## config.mk

```make
export PLATFORM = sky130hd
export DESIGN_NAME = frame_buf_ctl
export DESIGN_NICKNAME = d
export VERILOG_FILES = /design/src/rtl/frame_buf_ctl.sv
export SDC_FILE = /design/constraint.sdc
export NUM_CORES = 1
export LEC_CHECK = 0
export BUFFER_PORTS_ARGS = -buffer_cell sky130_fd_sc_hd__buf_2
export CORE_AREA = 2 2 75 55
export CTS_BUF_LIST = sky130_fd_sc_hd__clkbuf_16
export CTS_CLUSTER_DIAMETER = 30
export DETAILED_ROUTE_END_ITERATION = 10
export DIE_AREA = 0 0 77 57
export PLACE_DENSITY = 0.83
export SYNTH_ARGS = -nofsm -noshare
export SYNTH_HDL_FRONTEND = slang
export SYNTH_SLANG_ARGS = --single-unit
```

## constraint.sdc

```tcl
create_clock -name clk -period 3.3 [get_ports clk]
set_input_delay 0.495 -clock clk [delete_from_list [all_inputs] [get_ports clk]]
set_output_delay 0.495 -clock clk [all_outputs]
set_load 0.01 [all_outputs]
```

## src/rtl/frame_buf_ctl.sv

```systemverilog
// frame_buf_ctl: triple-buffer frame scheduler for the camera DDR frame store.
//
// The writer side gets a free slot whenever capture_en is high and never
// stalls. The host side always receives the newest complete frame. A READY
// frame that nobody has read is recycled when a newer frame completes.
//
// Ports:
//   clk, reset_n        clock; synchronous active-low reset
//   capture_en          level, permits new frames to start
//   wr_start/addr/slot  writer slot assignment (pulse + held address/index)
//   wr_done, wr_abort   writer completion / discard pulses
//   rd_req, rd_ack      host request / consumed pulses
//   readout_start/addr/count/done  readout block control
//   rd_slot             slot index being read
//   frame_avail         a READY slot exists
//   frames_skipped      saturating count of overwritten unread frames
//
// Build option: FRAME_BUF_SKIP_CNT_EN enables the frames_skipped counter;
// when undefined, frames_skipped is tied to zero.

module frame_buf_ctl #(
   parameter logic [29:0] BASE_ADDR   = 30'h0000000,
   parameter logic [29:0] SLOT_BYTES  = 30'h0800000,
   parameter logic [23:0] FRAME_BYTES = 24'd5038848
) (
   input  logic        clk,
   input  logic        reset_n,
   input  logic        capture_en,
   output logic        wr_start,
   output logic [29:0] wr_addr,
   input  logic        wr_done,
   input  logic        wr_abort,
   input  logic        rd_req,
   input  logic        rd_ack,
   output logic        readout_start,
   output logic [29:0] readout_addr,
   output logic [23:0] readout_count,
   output logic        readout_done,
   output logic        frame_avail,
   output logic [1:0]  wr_slot,
   output logic [1:0]  rd_slot,
   output logic [7:0]  frames_skipped
);

   localparam int unsigned NUM_SLOTS = 3;

   typedef enum logic [1:0] {S_FREE, S_WRITING, S_READY, S_READING} slot_st_t;
   typedef enum logic {W_IDLE, W_ACTIVE} w_st_t;
   typedef enum logic {R_IDLE, R_BUSY} r_st_t;

   slot_st_t    slot_q [NUM_SLOTS];
   slot_st_t    slot_d [NUM_SLOTS];
   w_st_t       w_q, w_d;
   r_st_t       r_q, r_d;
   logic        pend_q, pend_d;

   logic        wr_start_d, rd_start_d, rd_done_d, avail_d;
   logic [29:0] wr_addr_d, rd_addr_d;
   logic [23:0] rd_count_d;
   logic [1:0]  wr_slot_d, rd_slot_d;

   logic [1:0]  free_idx, ready_idx;
   logic        free_found, ready_any, ready_taken;
`ifdef FRAME_BUF_SKIP_CNT_EN
   logic        skip_evt;
`endif

   function automatic logic [29:0] slot_addr(input logic [1:0] idx);
      return BASE_ADDR + SLOT_BYTES * 30'(idx);
   endfunction

   // Next-state for slots, both FSMs and all registered outputs
   always_comb begin
      slot_d      = slot_q;
      w_d         = w_q;
      r_d         = r_q;
      pend_d      = pend_q;
      wr_start_d  = 1'b0;
      wr_addr_d   = wr_addr;
      wr_slot_d   = wr_slot;
      rd_start_d  = 1'b0;
      rd_done_d   = 1'b0;
      rd_addr_d   = readout_addr;
      rd_count_d  = readout_count;
      rd_slot_d   = rd_slot;
      avail_d     = 1'b0;
      free_idx    = 2'd0;
      free_found  = 1'b0;
      ready_idx   = 2'd0;
      ready_any   = 1'b0;
      ready_taken = 1'b0;
`ifdef FRAME_BUF_SKIP_CNT_EN
      skip_evt    = 1'b0;
`endif

      // Decisions use slot states as registered at the start of the cycle
      for (int i = 0; i < int'(NUM_SLOTS); i++) begin
         if (!free_found && slot_q[i] == S_FREE) begin
            free_idx   = 2'(i);
            free_found = 1'b1;
         end
         if (slot_q[i] == S_READY) begin
            ready_idx = 2'(i);
            ready_any = 1'b1;
         end
      end

      case (r_q)
         R_IDLE: begin
            if ((rd_req || pend_q) && ready_any) begin
               slot_d[ready_idx] = S_READING;
               rd_addr_d         = slot_addr(ready_idx);
               rd_count_d        = FRAME_BYTES;
               rd_slot_d         = ready_idx;
               rd_start_d        = 1'b1;
               pend_d            = 1'b0;
               ready_taken       = 1'b1;
               r_d               = R_BUSY;
            end else if (rd_req) begin
               pend_d = 1'b1;
            end
         end
         R_BUSY: begin
            if (rd_req) pend_d = 1'b1;
            if (rd_ack) begin
               slot_d[rd_slot] = S_FREE;
               rd_done_d       = 1'b1;
               r_d             = R_IDLE;
            end
         end
         default: r_d = R_IDLE;
      endcase

      case (w_q)
         W_IDLE: begin
            if (capture_en) begin
               slot_d[free_idx] = S_WRITING;
               wr_addr_d        = slot_addr(free_idx);
               wr_slot_d        = free_idx;
               wr_start_d       = 1'b1;
               w_d              = W_ACTIVE;
            end
         end
         W_ACTIVE: begin
            if (wr_abort) begin
               slot_d[wr_slot] = S_FREE;
               w_d             = W_IDLE;
            end else if (wr_done) begin
               // An older READY frame not claimed by the reader this cycle is recycled
               if (ready_any && !ready_taken) begin
                  slot_d[ready_idx] = S_FREE;
`ifdef FRAME_BUF_SKIP_CNT_EN
                  skip_evt = 1'b1;
`endif
               end
               slot_d[wr_slot] = S_READY;
               w_d             = W_IDLE;
            end
         end
         default: w_d = W_IDLE;
      endcase

      for (int i = 0; i < int'(NUM_SLOTS); i++) begin
         if (slot_d[i] == S_READY) avail_d = 1'b1;
      end
   end

   // State and output registers
   always_ff @(posedge clk) begin
      if (!reset_n) begin
         for (int i = 0; i < int'(NUM_SLOTS); i++) slot_q[i] <= S_FREE;
         w_q           <= W_IDLE;
         r_q           <= R_IDLE;
         pend_q        <= 1'b0;
         wr_start      <= 1'b0;
         wr_addr       <= 30'd0;
         wr_slot       <= 2'd0;
         readout_start <= 1'b0;
         readout_done  <= 1'b0;
         readout_addr  <= 30'd0;
         readout_count <= 24'd0;
         rd_slot       <= 2'd0;
         frame_avail   <= 1'b0;
      end else begin
         for (int i = 0; i < int'(NUM_SLOTS); i++) slot_q[i] <= slot_d[i];
         w_q           <= w_d;
         r_q           <= r_d;
         pend_q        <= pend_d;
         wr_start      <= wr_start_d;
         wr_addr       <= wr_addr_d;
         wr_slot       <= wr_slot_d;
         readout_start <= rd_start_d;
         readout_done  <= rd_done_d;
         readout_addr  <= rd_addr_d;
         readout_count <= rd_count_d;
         rd_slot       <= rd_slot_d;
         frame_avail   <= avail_d;
      end
   end

`ifdef FRAME_BUF_SKIP_CNT_EN
   // Saturating skipped-frame counter
   always_ff @(posedge clk) begin
      if (!reset_n) begin
         frames_skipped <= 8'd0;
      end else if (skip_evt && frames_skipped != 8'hFF) begin
         frames_skipped <= frames_skipped + 8'd1;
      end
   end
`else
   assign frames_skipped = 8'd0;
`endif

endmodule

```

# Word-level counts from Yosys, hierarchy flattened
# Index checks and enable logic that the tools add are counted.
# op_classes
eq_ne,6
n_lt_le_gt_ge,8
reduce_logical,19
mux,43
bitwise_logic,20
# ops
cell,count
$mux W6,9
$pmux W6 S2,2
$mux W1,19
$and A6 B6 Y6,3
$not A6 Y6,3
$demux W2 S2,4
$eq A2 B2 Y1 const B,6
$ge A3 B3 Y1 const B,4
$lt A3 B1 Y1 const B,4
$mux W2,6
$not A2 Y3,4
$logic_and A1 B1 Y1,8
$and A3 B3 Y3,2
$logic_not A2 Y1,3
$not A3 Y3,2
$or A3 B3 Y3,2
$or A6 B6 Y6,1
$pmux W1 S2,3
$reduce_and A2 Y1,3
$logic_not A1 Y1,3
$not A1 Y1,3
$reduce_or A2 Y1,1
$logic_or A1 B1 Y1,1
# word_totals
output_inout_bits,100
inputBits,7
register_bits,18
wordCells,109

# Logic depth before layout (Yosys ltp)
# logic_depth
ltp_word,24
ltp_mapped,6
ltp_nobuf,5

# Worst setup path before layout
# No wires, ideal clock.
# synth_timing
path_kind,in2reg
from,in rd_req
to,reg slot_q[2] in the netlist's numbering
setup_slack_ns,1.626
path_buffers,0
setup_ns,0.115
path_stages,5
arrival_ns,1.560
cell_sequence,o21ba_4 or4_4 a21oi_2 a31oi_1 and2_1
# synth_between
elab_chain_cells,14
# synth_lines
element,line,text
"start, declared",33,"input logic rd_req,"
$logic_or A1 B1 Y1 (*),110,if ((rd_req || pend_q) && ready_any) begin
$logic_and A1 B1 Y1 (*),110,
"parallel branches: the longest is 11 deep, another holds $mux W6",n/a,
$pmux W6 S2 (*),134,case (w_q)
"end, declared",51,slot_st_t slot_q [NUM_SLOTS];
# Mark *: on every way between the ends. The select of a mux whose other input is x is not followed.
# A chain may end at the register's enable or synchronous reset.

# Worst setup path after layout
# layout_timing
from,reg w_q
to,reg frame_avail
# layout_between
elab_chain_cells,6
# layout_lines
element,line,text
"start, declared",53,"w_st_t w_q, w_d;"
"start signal, assigned",186,w_q <= w_d;
$not A1 Y1 (no source line),n/a,
$pmux W6 S2 (*),134,
$eq A2 B2 Y1,164,if (slot_d[i] == S_READY) avail_d = 1'b1;
$mux W1 (2 in series),164,
$mux W1 (*),164,
"end signal, assigned",197,frame_avail <= avail_d;
"end, declared",39,"output logic frame_avail,"
# Mark *: on every way between the ends. The rest lies on a longest branch, timed or not.

==> results.toml <==
[status]
status = "finished, final reports clean"

[floorplanning]
rows = 19
initial_core_util_pct = 42.3
dieArea_sq_um = 4390
core_sq_um = 3760
die_w_um = 77
pin_count = 107
fp.dieH_um = 57

[layout]
nFillCells = 418
fin_area_sq_um = 1480
final_common_cell = "conb_1"
area_growth_pct = -7.09
drive_above_1_share_pct = 16.7
insertedDiodeCount = 0
final_cell_mix = "conb_1, buf_2, dfxtp_1"
nets = 224

[synth]
syn_area_per_cell_sq_um = 7.99
synth_top_area_cell = "buf_4"
synth_warnings = 0
synthCells = 199
synth_top_area_share_pct = 43.0
synth-seq-cells = 18
synthFlopType = "dfxtp_1"
synth_sequential_area_ratio_pct = 22.7
synth_cell_type_count = 41
synth_edf_count = 0
async_flop_share_pct = 0
synth_area_leaders = "buf_4, dfxtp_1, nor2_1"
syn_area_sq_um = 1590

[clocking]
clk_pin_slew_ns = 0.05
cts-root-buf = "clkbuf_16"
cts_tree = "built"
cts.repair.resized = 0
cts_inserted_buffers = 3
cts.sinks = 18
cts_hold_buf = 0
h-tree-depth = 1
post_cts_buffers = 0
clk_path_buf_depth = 2
insertion_delay_ns = 0.25

[power]
ir_drop_mv = 0.198
seq_power_share_pct = 40.9
cellPowerDensity_nw_per_um2 = 386
clockPowerShare_pct = 42.1
power_switching_mw = 0.163
totalPowerFinal_mw = 0.570
swShare_pct = 28.5
p_leak_nw = 0.751
p_comb_share_pct = 17.0
p_int_mw = 0.408

[worst_setup_path]
endpoint_kind = "register"
max_stage_delay_ns = 0.41
slowest_stage = "nor4b_1"
cp.arrival_ns = 1.88
critPathRequiredTime_ns = 3.41
startpoint_type = "register"
critPathTopFamily = "simple AND/OR/NAND/NOR gates"
path_buf_inv = 0
critPathMaxFanout = 9
worstSetupPathType = "reg2reg"
cp_cell_sequence = "nand2b_1 -> nor4b_1 -> a221oi_1 -> o21ai_0 -> o221ai_2"

[timing]
fmax_ghz = 0.566
layout_setup_ws_ns = 1.53
finalSetupTns_ns = 0
finalCritPeriodShare_pct = 53.6
setup_viol = 0
slew_violations = 0
finalHoldViolCount = 0
period_minus_slack_ns = 1.77
rsz0062_at_grt = "false"
fin_skew_ns = 0.00123

[grt]
track_usage_pct = 11.5
antenna_found_initial = 0
grt_overflow = 0
grt_pass1_vias = 817
grt_max_degree = 12
grt_pass1_wl_um = 3930

[placed_design]
gp_congestion = 0.943
placed_cell_area_sq_um = 1400
hpwl_um = 2170
io_buffers = 26
dpl_worst_slack_ns = 1.42

[detailed_routing]
firstDrtPassIters = 4
num_vias = 1109
wl_um = 2760
drt_iter0_markers = 83
drc = 0
wl_per_cell_um = 10.3
ant_nets = 0
vias_per_cell = 4.14

[run]
cap_violations = 0

[min_path]
hp-class = "reg2reg"
[path summary, 6_finish.rpt]
| kind | from | end | slack, ns | cells after the start |
|---|---|---|---|---|
| max | w_q | frame_avail | 1.53 | 5 |
| min | wr_addr[23] | wr_addr[23] | 0.55 | 2 |
| max reg2reg | w_q | frame_avail | 1.53 | 5 |
| min reg2reg | wr_addr[23] | wr_addr[23] | 0.55 | 2 |
[flip-flops by register name, summed over array words and instances, names as in the netlist]
| name | cells |
|---|---|
| pend_q | 1 |
| r_q | 1 |
| readout_done | 1 |
| slot_q | 6 |
| readout_count | 1 |
| readout_start | 1 |
| frame_avail | 1 |
| wr_addr | 2 |
| wr_start | 1 |
| rd_slot | 2 |
| w_q | 1 |
[cell type report]
| type | count | area (sq um) | share of cell area (%) |
|---|---|---|---|
| Tap cell | 52 | 65.1 | 4.41 |
| Sequential cell | 18 | 360 | 24.4 |
| Clock buffer | 3 | 75.1 | 5.08 |
| Multi-Input combinational cell | 161 | 812 | 55.0 |
| Timing Repair Buffer | 27 | 138 | 9.32 |
| Clock inverter | 1 | 3.75 | 0.254 |
| Inverter | 6 | 22.5 | 1.53 |
[tightest hold or removal path, delay by kind of cell (launching register included)]
| family | cells | cell delay, ns |
|---|---|---|
| simple gates | 1 | 0.08 |
| flops | 1 | 0.37 |
| compound gates | 1 | 0.05 |
[cells by family (layout without fill, tap and decap cells)]
logic type | count (synthesis) | after routing | synth area share (%)
buf+inv | 99 | 37 | 44.9
simple gates | 53 | 53 | 18.1
flops | 18 | 18 | 22.7
mux | 1 | 1 | 0.630
other cells | 1 | 80 | 0.236
compound gates | 27 | 27 | 13.5
[power groups by stage]
stage               Clock, mW  Combinational, mW  Sequential [mW]
floorplan                   0              0.148            0.236
global placement            0             0.0930            0.237
detailed placement          0             0.0936            0.238
CTS                     0.246             0.0941            0.233
global route            0.257              0.107            0.234
finish                  0.240             0.0970            0.234
[synth_stat cells, drive strengths merged (2+ instances only)]
master / n
buf: 91
dfxtp: 18
nor2: 17
nand2: 8
inv: 6
a21oi: 5
nand2b: 5
nor2b: 4
o21ai: 4
a31oi: 3
and2: 3
a32oi: 2
clkbuf: 2
nand3: 2
nand4: 2
nand4b: 2
nor4: 2
o21ba: 2
o21bai: 2
[per-layer routing]
layer,vias up,global-route usage (%),share of wire (%)
met1,505,15.4,40
li1,529,-,-
met3,6,3.80,11
met4,0,5.36,1.5
met5,-,0,0
met2,69,16.8,47
[stage by stage]
stage / cells / utilization (%) / hold WS (ns)
after floorplan: 278 / - / 0.536
after detailed placement: 264 / 37.2 / 0.546
final: 268 / 39.3 / 0.550
after global routing: 268 / 39.3 / 0.565
after global placement: 264 / 37.2 / 0.546
after CTS: 268 / 39.3 / 0.555
Power figures use the tool's default switching activity.
